**config.mk**
```make
export PLATFORM = sky130hd
export DESIGN_NAME = reg_file_cmd_ctrl_flat
export DESIGN_NICKNAME = d
export VERILOG_FILES = /design/src/rtl/reg_file_cmd_ctrl_pkg.sv /design/src/rtl/reg_file_cmd_ctrl_if.sv /design/src/rtl/reg_file_cmd_timeout.sv /design/src/rtl/reg_file_cmd_ctrl.sv /design/src/flat_wrapper.sv
export SDC_FILE = /design/constraint.sdc
export NUM_CORES = 1
export LEC_CHECK = 0
export CORE_MARGIN = 2
export CORE_UTILIZATION = 49
export DETAILED_ROUTE_END_ITERATION = 12
export PLACE_DENSITY = 0.93
export SLEW_MARGIN = 5
export SYNTH_ARGS = -nofsm -noshare
export SYNTH_HDL_FRONTEND = slang
export SYNTH_SLANG_ARGS = --single-unit
```
**constraint.sdc**
```tcl
create_clock -name CLK -period 1.8 [get_ports CLK]
set_input_delay 0.27 -clock CLK [delete_from_list [all_inputs] [get_ports CLK]]
set_output_delay 0.27 -clock CLK [all_outputs]
set_load 0.02 [all_outputs]
```
**src/rtl/reg_file_cmd_ctrl_pkg.sv**
```systemverilog
// Shared definitions for the register-file command controller.
// Holds the FSM state encoding and the command opcodes. The opcodes are kept
// here so that other command controllers on the same RX stream decode the
// same values. The optional watchdog is selected by the macro CMD_TIMEOUT_EN.
package reg_file_cmd_ctrl_pkg;

   localparam logic [2:0] ST_IDLE    = 3'd0;
   localparam logic [2:0] ST_WR_ADDR = 3'd1;
   localparam logic [2:0] ST_WR_DATA = 3'd2;
   localparam logic [2:0] ST_RD_ADDR = 3'd3;
   localparam logic [2:0] ST_RD_WAIT = 3'd4;
   localparam logic [2:0] ST_TX_SEND = 3'd5;

   typedef enum logic [2:0] {
      IDLE    = ST_IDLE,
      WR_ADDR = ST_WR_ADDR,
      WR_DATA = ST_WR_DATA,
      RD_ADDR = ST_RD_ADDR,
      RD_WAIT = ST_RD_WAIT,
      TX_SEND = ST_TX_SEND
   } ctrl_state_e;

   localparam logic [7:0] CMD_RF_WR_OP = 8'hAA;
   localparam logic [7:0] CMD_RF_RD_OP = 8'hBB;

   // Width of a counter that must hold 'limit', never narrower than 8 bits.
   function automatic int unsigned cnt_width(input int unsigned limit);
      int unsigned w;
      w = $clog2(limit + 1);
      return (w < 8) ? 8 : w;
   endfunction

endpackage

```
**src/rtl/reg_file_cmd_ctrl_if.sv**
```systemverilog
// Bus bundle between the command controller and its neighbours
// (UART RX byte stream, register-file port, UART TX byte stream).
//
// Handshakes:
//   Rx_Valid        - one-cycle pulse; Rx_Data is meaningful only in that cycle,
//                     there is no back-pressure toward the receiver.
//   RF_WrEn/RF_RdEn - one-cycle strobes; RF_Address/RF_WrData are valid in the
//                     strobe cycle and hold afterwards.
//   RF_RdData_Valid - one-cycle strobe qualifying RF_RdData.
//   Tx_Valid/Tx_Busy - Tx_Valid is raised for one cycle only after a cycle in
//                     which Tx_Busy was low; Tx_Data is valid with Tx_Valid.
// Dbg_State mirrors the controller's state register for observation.
interface reg_file_cmd_ctrl_if #(
   parameter int WIDTH         = 8,
   parameter int ADDRESS_WIDTH = 4
);
   logic [WIDTH-1:0]         Rx_Data;
   logic                     Rx_Valid;
   logic [WIDTH-1:0]         RF_RdData;
   logic                     RF_RdData_Valid;
   logic                     Tx_Busy;
   logic [WIDTH-1:0]         RF_WrData;
   logic [ADDRESS_WIDTH-1:0] RF_Address;
   logic                     RF_WrEn;
   logic                     RF_RdEn;
   logic [WIDTH-1:0]         Tx_Data;
   logic                     Tx_Valid;
   logic                     Ctrl_Busy;
   logic [2:0]               Dbg_State;

   // Controller side.
   modport slave (
      input  Rx_Data, Rx_Valid, RF_RdData, RF_RdData_Valid, Tx_Busy,
      output RF_WrData, RF_Address, RF_WrEn, RF_RdEn, Tx_Data, Tx_Valid,
             Ctrl_Busy, Dbg_State
   );

   // Environment side: receiver, register file and transmitter.
   modport master (
      output Rx_Data, Rx_Valid, RF_RdData, RF_RdData_Valid, Tx_Busy,
      input  RF_WrData, RF_Address, RF_WrEn, RF_RdEn, Tx_Data, Tx_Valid,
             Ctrl_Busy, Dbg_State
   );
endinterface

```
**src/rtl/reg_file_cmd_timeout.sv**
```systemverilog
// Watchdog down-counter for the command controller. Reloads to LIMIT whenever
// load_i is high, otherwise counts down to zero and stops; expire_o is high
// while the count is zero. Only instantiated when CMD_TIMEOUT_EN is defined.
module reg_file_cmd_timeout #(
   parameter int unsigned CNT_W = 8,
   parameter int unsigned LIMIT = 255
) (
   input  logic clk_i,
   input  logic rst_ni,
   input  logic load_i,
   output logic expire_o
);

   logic [CNT_W-1:0] cnt_q;
   logic [CNT_W-1:0] cnt_d;

   // Next count: reload on request, otherwise decrement and saturate at zero.
   always_comb begin
      cnt_d = cnt_q;
      if (load_i) begin
         cnt_d = CNT_W'(LIMIT);
      end else if (cnt_q != '0) begin
         cnt_d = cnt_q - 1'b1;
      end
   end

   // Count register, synchronous active-low reset to a full window.
   always_ff @(posedge clk_i) begin
      if (!rst_ni) begin
         cnt_q <= CNT_W'(LIMIT);
      end else begin
         cnt_q <= cnt_d;
      end
   end

   assign expire_o = (cnt_q == '0);

endmodule

```
**src/rtl/reg_file_cmd_ctrl.sv**
```systemverilog
// Register-file command sequencer.
// Decodes write frames (opcode, addr, data) and read frames (opcode, addr)
// from the RX byte stream, drives the register-file port with single-cycle
// enables, and returns read data to the transmitter. All outputs are
// registered. Defining CMD_TIMEOUT_EN adds a watchdog that abandons a frame
// stalled in WR_ADDR, WR_DATA, RD_ADDR or RD_WAIT.
module reg_file_cmd_ctrl
   import reg_file_cmd_ctrl_pkg::*;
#(
   parameter int               WIDTH         = 8,
   parameter int               ADDRESS_WIDTH = 4,
   parameter logic [WIDTH-1:0] CMD_RF_WR     = CMD_RF_WR_OP,
   parameter logic [WIDTH-1:0] CMD_RF_RD     = CMD_RF_RD_OP,
   parameter int unsigned      TIMEOUT       = 255
) (
   input  logic                CLK,
   input  logic                RST,
   reg_file_cmd_ctrl_if.slave  bus
);

   ctrl_state_e              state_q;
   logic [ADDRESS_WIDTH-1:0] addr_q;
   logic [WIDTH-1:0]         rd_data_q;
   logic [WIDTH-1:0]         rf_wr_data_q;
   logic [ADDRESS_WIDTH-1:0] rf_addr_q;
   logic                     rf_wren_q;
   logic                     rf_rden_q;
   logic [WIDTH-1:0]         tx_data_q;
   logic                     tx_valid_q;
   logic                     busy_q;
   logic                     timed_out;

`ifdef CMD_TIMEOUT_EN
   logic to_load;

   // Restart the window on every accepted byte/strobe (each one is also a
   // state change) and keep it full in IDLE and TX_SEND, so every timed state
   // is entered with a fresh count.
   always_comb begin
      to_load = 1'b0;
      if ((state_q == IDLE) || (state_q == TX_SEND)) begin
         to_load = 1'b1;
      end else if (bus.Rx_Valid &&
                   (state_q inside {WR_ADDR, WR_DATA, RD_ADDR})) begin
         to_load = 1'b1;
      end else if ((state_q == RD_WAIT) && bus.RF_RdData_Valid) begin
         to_load = 1'b1;
      end
   end

   reg_file_cmd_timeout #(
      .CNT_W (cnt_width(TIMEOUT)),
      .LIMIT (TIMEOUT)
   ) u_timeout (
      .clk_i    (CLK),
      .rst_ni   (RST),
      .load_i   (to_load),
      .expire_o (timed_out)
   );
`else
   // Watchdog compiled out: waiting states never give up, TIMEOUT has no effect.
   assign timed_out = (TIMEOUT == 0) & 1'b0;
`endif

   // Frame FSM with registered register-file, transmit and busy outputs.
   // A byte arriving in the same cycle the watchdog expires is still taken.
   always_ff @(posedge CLK) begin
      if (!RST) begin
         state_q      <= IDLE;
         addr_q       <= '0;
         rd_data_q    <= '0;
         rf_wr_data_q <= '0;
         rf_addr_q    <= '0;
         rf_wren_q    <= 1'b0;
         rf_rden_q    <= 1'b0;
         tx_data_q    <= '0;
         tx_valid_q   <= 1'b0;
         busy_q       <= 1'b0;
      end else begin
         rf_wren_q  <= 1'b0;
         rf_rden_q  <= 1'b0;
         tx_valid_q <= 1'b0;
         case (state_q)
            IDLE: begin
               if (bus.Rx_Valid) begin
                  if (bus.Rx_Data == CMD_RF_WR) begin
                     state_q <= WR_ADDR;
                     busy_q  <= 1'b1;
                  end else if (bus.Rx_Data == CMD_RF_RD) begin
                     state_q <= RD_ADDR;
                     busy_q  <= 1'b1;
                  end
               end
            end
            WR_ADDR: begin
               if (bus.Rx_Valid) begin
                  addr_q  <= bus.Rx_Data[ADDRESS_WIDTH-1:0];
                  state_q <= WR_DATA;
               end else if (timed_out) begin
                  state_q <= IDLE;
                  busy_q  <= 1'b0;
               end
            end
            WR_DATA: begin
               if (bus.Rx_Valid) begin
                  rf_wr_data_q <= bus.Rx_Data;
                  rf_addr_q    <= addr_q;
                  rf_wren_q    <= 1'b1;
                  state_q      <= IDLE;
                  busy_q       <= 1'b0;
               end else if (timed_out) begin
                  state_q <= IDLE;
                  busy_q  <= 1'b0;
               end
            end
            RD_ADDR: begin
               if (bus.Rx_Valid) begin
                  addr_q    <= bus.Rx_Data[ADDRESS_WIDTH-1:0];
                  rf_addr_q <= bus.Rx_Data[ADDRESS_WIDTH-1:0];
                  rf_rden_q <= 1'b1;
                  state_q   <= RD_WAIT;
               end else if (timed_out) begin
                  state_q <= IDLE;
                  busy_q  <= 1'b0;
               end
            end
            RD_WAIT: begin
               if (bus.RF_RdData_Valid) begin
                  rd_data_q <= bus.RF_RdData;
                  state_q   <= TX_SEND;
               end else if (timed_out) begin
                  state_q <= IDLE;
                  busy_q  <= 1'b0;
               end
            end
            TX_SEND: begin
               if (!bus.Tx_Busy) begin
                  tx_data_q  <= rd_data_q;
                  tx_valid_q <= 1'b1;
                  state_q    <= IDLE;
                  busy_q     <= 1'b0;
               end
            end
            default: begin
               state_q <= IDLE;
               busy_q  <= 1'b0;
            end
         endcase
      end
   end

   assign bus.RF_WrData  = rf_wr_data_q;
   assign bus.RF_Address = rf_addr_q;
   assign bus.RF_WrEn    = rf_wren_q;
   assign bus.RF_RdEn    = rf_rden_q;
   assign bus.Tx_Data    = tx_data_q;
   assign bus.Tx_Valid   = tx_valid_q;
   assign bus.Ctrl_Busy  = busy_q;
   assign bus.Dbg_State  = state_q;

endmodule

```
**src/flat_wrapper.sv**
```systemverilog
// flat-port wrapper written by rule: the top's interface ports become plain ports
module reg_file_cmd_ctrl_flat import reg_file_cmd_ctrl_pkg::*;
#(
   parameter int               WIDTH         = 8,
   parameter int               ADDRESS_WIDTH = 4,
   parameter logic [WIDTH-1:0] CMD_RF_WR     = CMD_RF_WR_OP,
   parameter logic [WIDTH-1:0] CMD_RF_RD     = CMD_RF_RD_OP,
   parameter int unsigned      TIMEOUT       = 255
)
  (CLK, RST, bus_Rx_Data, bus_Rx_Valid, bus_RF_RdData, bus_RF_RdData_Valid, bus_Tx_Busy, bus_RF_WrData, bus_RF_Address, bus_RF_WrEn, bus_RF_RdEn, bus_Tx_Data, bus_Tx_Valid, bus_Ctrl_Busy, bus_Dbg_State);
  reg_file_cmd_ctrl_if #(.WIDTH(WIDTH), .ADDRESS_WIDTH(ADDRESS_WIDTH)) bus_i ();
  input  logic CLK;
  input  logic RST;
  input wire logic [$bits(bus_i.Rx_Data)-1:0] bus_Rx_Data;
  input wire logic [$bits(bus_i.Rx_Valid)-1:0] bus_Rx_Valid;
  input wire logic [$bits(bus_i.RF_RdData)-1:0] bus_RF_RdData;
  input wire logic [$bits(bus_i.RF_RdData_Valid)-1:0] bus_RF_RdData_Valid;
  input wire logic [$bits(bus_i.Tx_Busy)-1:0] bus_Tx_Busy;
  output wire logic [$bits(bus_i.RF_WrData)-1:0] bus_RF_WrData;
  output wire logic [$bits(bus_i.RF_Address)-1:0] bus_RF_Address;
  output wire logic [$bits(bus_i.RF_WrEn)-1:0] bus_RF_WrEn;
  output wire logic [$bits(bus_i.RF_RdEn)-1:0] bus_RF_RdEn;
  output wire logic [$bits(bus_i.Tx_Data)-1:0] bus_Tx_Data;
  output wire logic [$bits(bus_i.Tx_Valid)-1:0] bus_Tx_Valid;
  output wire logic [$bits(bus_i.Ctrl_Busy)-1:0] bus_Ctrl_Busy;
  output wire logic [$bits(bus_i.Dbg_State)-1:0] bus_Dbg_State;
  assign bus_i.Rx_Data = bus_Rx_Data;
  assign bus_i.Rx_Valid = bus_Rx_Valid;
  assign bus_i.RF_RdData = bus_RF_RdData;
  assign bus_i.RF_RdData_Valid = bus_RF_RdData_Valid;
  assign bus_i.Tx_Busy = bus_Tx_Busy;
  assign bus_RF_WrData = bus_i.RF_WrData;
  assign bus_RF_Address = bus_i.RF_Address;
  assign bus_RF_WrEn = bus_i.RF_WrEn;
  assign bus_RF_RdEn = bus_i.RF_RdEn;
  assign bus_Tx_Data = bus_i.Tx_Data;
  assign bus_Tx_Valid = bus_i.Tx_Valid;
  assign bus_Ctrl_Busy = bus_i.Ctrl_Busy;
  assign bus_Dbg_State = bus_i.Dbg_State;
  reg_file_cmd_ctrl #(.WIDTH(WIDTH), .ADDRESS_WIDTH(ADDRESS_WIDTH), .CMD_RF_WR(CMD_RF_WR), .CMD_RF_RD(CMD_RF_RD), .TIMEOUT(TIMEOUT)) u_core (.CLK(CLK), .RST(RST), .bus(bus_i));
endmodule
```
Yosys cells after proc, flatten, opt, wreduce, memory -nomap -nowiden --
Cells that the tools add are included.
Operators by class: equality and inequality tests 14, muxes and demuxes 20, bitwise gates (word level) 2, reduce and logical (&&, ||, !) cells 14
Operator list (number):
- $mux W3 | 8
- $pmux W3 S6 | 1
- $eq A8 B8 Y1 const B | 2
- $reduce_and A2 Y1 | 7
- $ne A2 B2 Y1 const B | 6
- $mux W4 | 2
- $pmux W4 S2 | 1
- $mux W1 | 7
- $reduce_and A7 Y1 | 1
- $eq A3 B2 Y1 const B | 2
- $eq A3 B3 Y1 const B | 2
- $reduce_and A5 Y1 | 1
- $pmux W1 S4 | 1
- $eq A3 B1 Y1 const B | 1
- $logic_not A3 Y1 | 1
- $ne A3 B1 Y1 const B | 1
- $reduce_and A3 Y1 | 1
- $reduce_or A3 Y1 | 1
- $not A1 Y1 | 2
- $reduce_bool A2 Y1 | 1
- $reduce_or A2 Y1 | 1
Word-level totals: bits in registers 39, input bits 21, output and inout bits 27

Longest topological paths before layout --
word-level depth 5, mapped depth 7

Least setup slack after synthesis --
No wires, ideal clock.
path type reg-to-reg, start point reg u_core.state_q[2] (netlist: u_core.bus.Dbg_State[2]), end point reg u_core.busy_q (netlist: u_core.bus.Ctrl_Busy), setup time 0.119 ns, data arrival time 1.238 ns, required time 1.681 ns, path slack 0.444 ns, cell stages (with the launch flop) 6, path buffers 1, period minus slack after synthesis 1.356 ns, path through dfxtp_1 buf_2 nor2b_1 nand2_1 o2111a_1 o221a_2
Between the ends: longest elaborated chain between the ends 4
RTL lines:
- from (decl) | line reg_file_cmd_ctrl.sv:21 | ctrl_state_e state_q;
- from (signal assigned) | line reg_file_cmd_ctrl.sv:69 | state_q <= IDLE;
- from (signal assigned) | line reg_file_cmd_ctrl.sv:87 | state_q <= WR_ADDR;
- from (signal assigned) | line reg_file_cmd_ctrl.sv:90 | state_q <= RD_ADDR;
- $eq A3 B1 Y1 (tied with other cells) | line reg_file_cmd_ctrl.sv:83 | case (state_q)
- $reduce_or A3 Y1 (no line)
- $not A1 Y1 (no line)
- $reduce_and A5 Y1 (no line)
- to (signal assigned) | line reg_file_cmd_ctrl.sv:78 | busy_q <= 1'b0;
- to (signal assigned) | line reg_file_cmd_ctrl.sv:88 | busy_q <= 1'b1;
- to (signal assigned) | line reg_file_cmd_ctrl.sv:91 | busy_q <= 1'b1;
- to (decl) | line reg_file_cmd_ctrl.sv:30 | logic busy_q;
Parallel ways exist; a longest one is shown, timed or not. A chain may end at the register's enable or synchronous reset.

Final worst setup path --
start point reg u_core.state_q[2] (netlist: u_core.bus.Dbg_State[2]), end point out bus_Dbg_State[2]
RTL lines:
- to (decl) | line flat_wrapper.sv:26 | output wire logic [$bits(bus_i.Dbg_State)-1:0] bus_Dbg_State;
No word-level cell between the ends.

==> results_dict.tcl <==
set metrics [dict create \
    grt_usage_pct 22.2 \
    drc 0 \
    die_area_sq_um 3680 \
    area_delta_synth_final_pct 37.0 \
    worstSetupEndpointType "primary output" \
    peakVddDrop_uv 651 \
    cap_violations 0 \
    htreeDepth 2 \
    top_usage_layer "met2" \
    post_cts.repair.setup_buffers 0 \
    cp_max_fo 12 \
    port_buffers 47 \
    n_antenna_cell 0 \
    yosysUniqueCellTypes 34 \
    finalSetupViolCount 0 \
    power_density_nw_per_um2 717 \
    crit_required_ns 1.53 \
    cp_slowest_stage_delay_ns 0.64 \
    wire_per_inst_um 13.6 \
    setup_tns_ns 0 \
    cts_sinks 39 \
    crit_arrival_ns 1.47 \
    final_hold_viol_count 0 \
    io_pins 48 \
    first_pass_iters 4 \
    skew_ns 0.00781 \
    coreArea_sq_um 3050 \
    slew_viol_final 0 \
    fmax_ghz 0.575 \
    critPathBufInv 1 \
    wirelength_um 3660 \
    place_congestion 0.811 \
    cts_resized 3 \
    grt_pass1_wl_um 5750 \
    post-route-min-period_ns 1.74 \
    outcome "finished, final reports clean" \
    cts_tree "yes" \
    worstPathCellList "clkdlybuf4s50_1" \
    row_count 20 \
    final_layout_size_suffix_gt1_share_pct 12.0 \
    critPathLaunchType "flop" \
    fin_nets 245 \
    grt_pass1_vias 1218 \
    dr.first_iter.drc_count 52 \
    critPathSlowestCell "clkdlybuf4s50_1" \
    use_met1_pct 27.9 \
    overflow 0 \
    root_buffer "clkbuf_4" \
    hold_class "flop to flop" \
    vias_per_cell 5.19 \
    antenna_found_initial 0 \
    fin_crit_sh_pct 96.6 \
    clock_tree.buffer_depth 2 \
    start_util_pct 51.6 \
    synth.avg_cell_area_sq_um 9.05 \
    drtAntennaViolNets 0 \
    synth_area_sq_um 1570 \
    dp.cells 261 \
    clk_latency_ns 0.36 \
    layout.cells.non_filler 269 \
    holdWs_ns 0.461 \
    grt_max_degree 17 \
    synth-seq-cells 39 \
    crit_family "buffers and inverters" \
    clk_pin_slew_ns 0.12 \
    synth_nets 195 \
    tightest_slew_ns 0.338 \
    cts_made_buffers 5 \
    ys_warn_count 0 \
    dr_total_vias 1395 \
    critical_path_class "flop to primary output" \
    postSynthCellCount 174 \
    die_h_um 60.7 \
    place_hpwl_um 2590 \
    yosysSeqAreaShare_pct 49.6 \
    cts_hold_buf 0 \
    grtUsageMet3_pct 6.40 \
    die_w_um 60.7 \
    slew_headroom_pct 77.4 \
    rsz0062_at_grt "no" \
    p_leak_nw 0.796 \
    use_met2_pct 34.6 \
]
synth_stat cells:
library cell	count	share of area [%]
nand2_2	1	0.40
nand2b_1	2	0.79
nand2_1	37	8.8
nor2b_2	1	0.56
buf_1	2	0.48
nor2_1	20	4.8
a41oi_1	1	0.56
o211ai_1	1	0.48
nor2_2	1	0.40
nand4b_1	1	0.56
buf_2	1	0.32
o221a_2	1	0.72
and3b_1	1	0.56
clkbuf_1	1	0.24
buf_6	3	2.1
xnor2_1	1	0.56
a211oi_1	5	2.4
a21oi_2	6	3.3
nor2b_1	3	1.2
mux2i_1	16	10
buf_4	1	0.48
inv_1	2	0.48
and2_4	1	0.56
and3_1	2	0.79
and4b_1	1	0.64
a41o_1	1	0.64
inv_2	1	0.24
dfxtp_1	39	50
nor3_1	3	0.95
a21oi_1	12	3.8
o21ai_0	2	0.64
o2111a_1	1	0.72
nand3_1	2	0.64
or3_1	1	0.40
power breakdown:
group | switching (mW) | internal, mW
combinational | 0.0363 | 0.0477
sequential | 0.000408 | 0.863
clock | 0.306 | 0.292
total | 0.343 | 1.20
layer usage:
metal | part of all wire [%] | vias to the layer above | wire, um
li1 | - | 691 | -
met1 | 43 | 635 | 1570
met2 | 48 | 59 | 1760
met3 | 6.1 | 10 | 225
met4 | 2.9 | 0 | 107
met5 | 0 | - | 0
sequential cells by signal, indices dropped and copies added, names as in the netlist:
| signal | count |
|---|---|
| u_core.bus.Tx_Valid | 1 |
| u_core.bus.Ctrl_Busy | 1 |
| u_core.bus.Tx_Data | 8 |
| u_core.bus.RF_WrEn | 1 |
| u_core.bus.Dbg_State | 3 |
| u_core.bus.RF_RdEn | 1 |
| u_core.bus.RF_WrData | 8 |
| u_core.addr_q | 4 |
| u_core.bus.RF_Address | 4 |
| u_core.rd_data_q | 8 |
cells in the final DEF, fill, tap and decap left out:
cell / n
and3b_1: 1
nor2b_1: 3
xnor2_1: 1
and2_4: 1
nand2b_1: 2
o211ai_1: 1
and3_1: 2
clkbuf_4: 5
nor2b_2: 1
nand3_1: 2
o221a_2: 1
and4b_1: 1
nand4b_1: 1
clkinv_4: 1
mux2i_1: 16
a41o_1: 1
inv_1: 2
inv_2: 1
a21oi_2: 6
o21ai_0: 2
a211oi_1: 5
clkdlybuf4s50_1: 47
nor2_2: 1
a41oi_1: 1
nand2_1: 37
nand2_2: 1
dfxtp_1: 36
a21oi_1: 12
o2111a_1: 1
dfxtp_2: 3
clkinv_2: 1
nor3_1: 3
buf_4: 4
nor2_1: 20
bufinv_16: 1
or3_1: 1
final cells by class:
type / instances / area, sq um
clock buffers: 5 / 37.5
flip-flops and latches: 39 / 785
fillers: 240 / 896
clock inverters: 3 / 43.8
multi-input cells: 124 / 724
inverters: 3 / 11.3
repair buffers: 51 / 500
well taps: 44 / 55.1
kinds of logic after synthesis:
| group | count (synthesis) | synth area share (%) |
|---|---|---|
| XOR/XNOR | 1 | 0.557 |
| AO/OA/AOI/OAI | 30 | 13.3 |
| flip-flops | 39 | 49.6 |
| multiplexers | 16 | 10.2 |
| buffers and inverters | 11 | 4.37 |
| AND/OR/NAND/NOR | 77 | 22.0 |
worst paths after layout:
path | startpoint | end | slack (ns) | depth (start not counted)
max | u_core.bus.Dbg_State[2] | bus_Dbg_State[2] | 0.06 | 1
min | u_core.rd_data_q[7] | u_core.bus.Tx_Data[7] | 0.46 | 2
max reg2reg | u_core.bus.Dbg_State[1] | u_core.rd_data_q[1] | 0.46 | 5
min reg2reg | u_core.rd_data_q[7] | u_core.bus.Tx_Data[7] | 0.46 | 2
stage by stage:
stage               power, mW  worst slack, ns  cell area, sq um  util [%]
floorplan               0.904            0.444              1570         -
global placement        0.965            0.177              2070      67.9
detailed placement      0.966            0.131              2070      67.9
CTS                      1.55           0.0602              2160      70.7
global route             1.60           0.0211              2160      70.7
finish                   1.55           0.0615              2160      70.7
Power figures use the tool's default switching activity.
